File: src/rtl/demux_1x5_tdm.sv
// Registered 1-to-5 TDM demultiplexer with manual-select and auto frame-scan modes.
// Optional build macro DEMUX_1X5_PARITY_EN adds a sixth even-parity slot per auto frame.
module demux_1x5_tdm #(
   parameter int WIDTH = 1
) (
   input  logic             clk,
   input  logic             rst_n,
   input  logic [WIDTH-1:0] din,
   input  logic             din_valid,
   input  logic             auto_mode,
   input  logic [2:0]       sel,
   input  logic             frame_start,
   output logic [WIDTH-1:0] a,
   output logic [WIDTH-1:0] b,
   output logic [WIDTH-1:0] c,
   output logic [WIDTH-1:0] d,
   output logic [WIDTH-1:0] e,
   output logic [2:0]       slot_idx,
   output logic             frame_done,
   output logic             sel_err,
   output logic             parity_err
);

`ifdef DEMUX_1X5_PARITY_EN
   localparam logic [2:0] LAST = 3'd5;
`else
   localparam logic [2:0] LAST = 3'd4;
`endif

   logic [WIDTH-1:0] shadow_q [5];
   logic [WIDTH-1:0] shadow_d [5];
   logic [WIDTH-1:0] out_q    [5];
   logic [WIDTH-1:0] out_d    [5];
   logic [2:0]       slot_q, slot_d;
   logic             done_q, done_d;
   logic             serr_q, serr_d;
   logic             perr_q, perr_d;
   logic [2:0]       wr_idx;

   always_comb begin
      shadow_d = shadow_q;
      out_d    = out_q;
      slot_d   = slot_q;
      done_d   = 1'b0;
      serr_d   = 1'b0;
      perr_d   = 1'b0;
      // frame_start realigns to slot 0, discarding whatever partial frame was in flight
      wr_idx   = frame_start ? 3'd0 : slot_q;

      if (!auto_mode) begin
         slot_d = 3'd0;
         if (din_valid) begin
            if (sel <= 3'd4) out_d[sel] = din;
            else             serr_d     = 1'b1;
         end
      end else if (din_valid) begin
         if (wr_idx == LAST) begin
            for (int i = 0; i < 5; i++) out_d[i] = shadow_q[i];
`ifdef DEMUX_1X5_PARITY_EN
            perr_d = |(shadow_q[0] ^ shadow_q[1] ^ shadow_q[2] ^ shadow_q[3] ^ shadow_q[4] ^ din);
`else
            // final data word bypasses the shadow so the load is still atomic
            out_d[4] = din;
`endif
            done_d = 1'b1;
            slot_d = 3'd0;
         end else begin
            shadow_d[wr_idx] = din;
            slot_d           = wr_idx + 3'd1;
         end
      end else if (frame_start) begin
         slot_d = 3'd0;
      end
   end

   always_ff @(posedge clk or negedge rst_n) begin
      if (!rst_n) begin
         for (int i = 0; i < 5; i++) begin
            shadow_q[i] <= '0;
            out_q[i]    <= '0;
         end
         slot_q <= 3'd0;
         done_q <= 1'b0;
         serr_q <= 1'b0;
         perr_q <= 1'b0;
      end else begin
         shadow_q <= shadow_d;
         out_q    <= out_d;
         slot_q   <= slot_d;
         done_q   <= done_d;
         serr_q   <= serr_d;
         perr_q   <= perr_d;
      end
   end

   assign a          = out_q[0];
   assign b          = out_q[1];
   assign c          = out_q[2];
   assign d          = out_q[3];
   assign e          = out_q[4];
   assign slot_idx   = slot_q;
   assign frame_done = done_q;
   assign sel_err    = serr_q;
   assign parity_err = perr_q;

endmodule

File: config.mk
export PLATFORM = sky130hd
export DESIGN_NAME = demux_1x5_tdm
export DESIGN_NICKNAME = d
export VERILOG_FILES = /design/src/rtl/demux_1x5_tdm.sv
export SDC_FILE = /design/constraint.sdc
export NUM_CORES = 1
export LEC_CHECK = 0
export ABC_CLOCK_PERIOD_IN_PS = 2600
export CORE_UTILIZATION = 40
export DETAILED_ROUTE_END_ITERATION = 8
export GPL_TIMING_DRIVEN = 0
export PLACE_DENSITY = 0.67
export SYNTH_ARGS = -nofsm -noshare
export SYNTH_HDL_FRONTEND = slang
export SYNTH_SLANG_ARGS = --single-unit
File: constraint.sdc
create_clock -name clk -period 2.6 [get_ports clk]
set_input_delay 0.39 -clock clk [delete_from_list [all_inputs] [get_ports clk]]
set_output_delay 0.39 -clock clk [all_outputs]
set_load 0.005 [all_outputs]
==> results_dict.tcl <==
set metrics [dict create \
    globalRoute.busiestLayer "met2" \
    routedWlPerCell_um 12.16 \
    dr.pass1.iters 4 \
    p_comb_share_pct 22.3 \
    cp-start-kind "input port" \
    antenna_found_initial 0 \
    period_needed_ps 2160 \
    p_seq_share_pct 48.1 \
    grt_pass1_wl_um 2490 \
    ir_drop_v 0.0003357 \
    layout_commonest_cell "clkdlybuf4s50_1" \
    cp.required_ps 2780 \
    final_max_slew_viol_count 0 \
    via_count 673 \
    dieArea_um2 2162 \
    use_met3_pct 7.451 \
    dp_hpwl_um 1127 \
    grtUsageTotal_pct 16.95 \
    fin_worst_skew_ps 2.929 \
    cts_max_path_buffers 2 \
    postCtsHoldBufs 0 \
    drt_iter0_drc 10 \
    synth_ff_type "dfrtp_1" \
    worst-setup-path-type "in -> reg" \
    switching_power_uw 137.3 \
    diodes 0 \
    nNetsFinal 113 \
    post_synth_instance_area_um2 792.0 \
    synth_cell_types 34 \
    gr-usage-met1_pct 20.58 \
    grt_max_degree 15 \
    crit_path_end_kind "flip-flop" \
    drv_cap 0 \
    synth_cells 83 \
    most-common-layout-cells "15 x clkdlybuf4s50_1, 14 x dfrtp_1, 13 x nor2_1" \
    setup-violations-final 0 \
    synthArstFlopShare_pct 100.0 \
    final_layout_size_suffix_gt1_share_pct 14.71 \
    postSynthAreaPerCell_um2 9.542 \
    yosys_warnings 0 \
    power.density_nw_per_um2 530.4 \
    cts_root_buffer "clkbuf_4" \
    syn_nets 93 \
    drt-vias-per-instance 5.299 \
    io_buffers 15 \
    setup_slack_ps 440.1 \
    yosysSeqAreaShare_pct 44.23 \
    max_freq_ghz 0.4630 \
    num_rows 15 \
    cts_tree "done" \
    die_w_um 46.50 \
    clock-sinks 14 \
    grtUsageMet2_pct 25.56 \
    htree_levels 1 \
    hold_path.class "in -> reg" \
    switching_share_pct 25.64 \
    pre_cts_slack_ps 134.8 \
    post_cts_resized 0 \
    grt-ovfl-total 0 \
    core_um2 1783 \
    nFillCells 166 \
    ys_seq_elements 14 \
    timing.slew.headroom_pct 59.62 \
    internal_power_uw 398.3 \
    boundaryPins 20 \
    initial_utilization_pct 44.42 \
    tightest_slew_ps 603.9 \
    post_cts_buffers 0 \
    cts_buffers 3 \
    gp_congestion 0.8150 \
    area_growth_syn_to_layout_pct 27.49 \
    grt_pass1_vias 576 \
    critPathArrivalTime_ps 2340 \
    tns_ps 0 \
    crit_fanout 8 \
    clock_latency_ps 290 \
    hold_viol 0 \
    clk_pin_slew_ps 80 \
    status "finished clean" \
    synth_enable_flop_cells 0 \
    post-route-util_pct 56.63 \
    die_h_um 46.50 \
    drc_errors 0 \
    wl_um 1544 \
    min_period_over_period_pct 83.07 \
    power_leakage_nw 0.4211 \
    p_clk_share_pct 29.6 \
    rsz0062_at_grt "no" \
    ant_nets 0 \
]
## stage by stage
step | total power, mW | area (µm²) | cells | hold slack (ps)
floorplan | 0.3202 | 792.0 | 83 | 94.41
global placement | 0.3800 | 973.4 | 123 | 469.4
detailed placement | 0.3823 | 973.4 | 123 | 476.6
CTS | 0.5416 | 1010 | 127 | 355.9
global route | 0.5647 | 1010 | 127 | 364.5
finish | 0.5356 | 1010 | 127 | 360.8
## power groups by stage
stage / clock network, mW / registers (mW) / logic [mW]
after floorplan: 0 / 0.262 / 0.0584
after global placement: 0 / 0.261 / 0.119
after detailed placement: 0 / 0.262 / 0.120
after CTS: 0.163 / 0.258 / 0.120
after global routing: 0.173 / 0.260 / 0.131
final: 0.158 / 0.258 / 0.120
## cell usage after synthesis (all sizes together), types with 2 or more instances
cell type / number / area (µm²)
a31oi: 2 / 12.51
clkbuf: 2 / 7.510
nor2: 13 / 48.80
buf: 3 / 20.01
nand2: 4 / 15.01
and2: 2 / 12.51
mux2: 6 / 67.56
inv: 4 / 15.01
dfrtp: 14 / 350.3
nand3: 2 / 10.01
a32oi: 2 / 36.29
o21ai: 4 / 23.77
a21oi: 5 / 25.02
nor2b: 2 / 12.51
nor3b: 2 / 15.01
o22a: 3 / 26.28
## cells by family after synthesis
group,Yosys count,synth area share [%]
AO/OA/AOI/OAI,21,20.38
adder cells (fa/ha/maj),1,1.580
buffers and inverters,9,5.370
flip-flops,14,44.23
multiplexers,6,8.530
other,1,0.4735
AND/OR/NAND/NOR,31,19.43
## worst paths after layout
check                                 start          end  slack (ps)  cells after the start
worst min-delay path              din_valid  slot_idx[0]         360                      2
worst max register to register  slot_idx[0]            e         570                      7
max in group asynchronous             rst_n   frame_done        1740                      1
min in group asynchronous             rst_n  shadow_q[2]         470                      1
worst max-delay path            frame_start            e         440                      8
worst min register to register            e            e         490                      1
## sequential cells by signal, indices dropped and copies added, names as in the netlist
register    cells
a               1
b               1
c               1
d               1
e               1
frame_done      1
sel_err         1
shadow_q        4
slot_idx        3
## cell type report
type	count	area [µm²]	share of cell area [%]
Buffer	5	27.53	2.726
Inverter	4	15.01	1.487
Multi-Input combinational cell	60	399.1	39.53
Tap cell	25	31.28	3.098
Clock buffer	4	36.28	3.594
Sequential cell	14	350.3	34.70
Timing Repair Buffer	15	150.1	14.87
## critical path, stage by stage
cell             delay, ps
clkdlybuf4s50_1        500
nor2b_1                210
inv_1                   80
ha_1                   230
and3_1                 230
a32oi_4                280
nor2_1                 100
mux2_1                 310
## metal layers
metal  up-vias  wire (µm)
met3         5         75
met1       322        719
met4         0         27
met2        16        721
li1        330          -
met5         -          0
No activity file was read; power rests on OpenSTA's default activity.
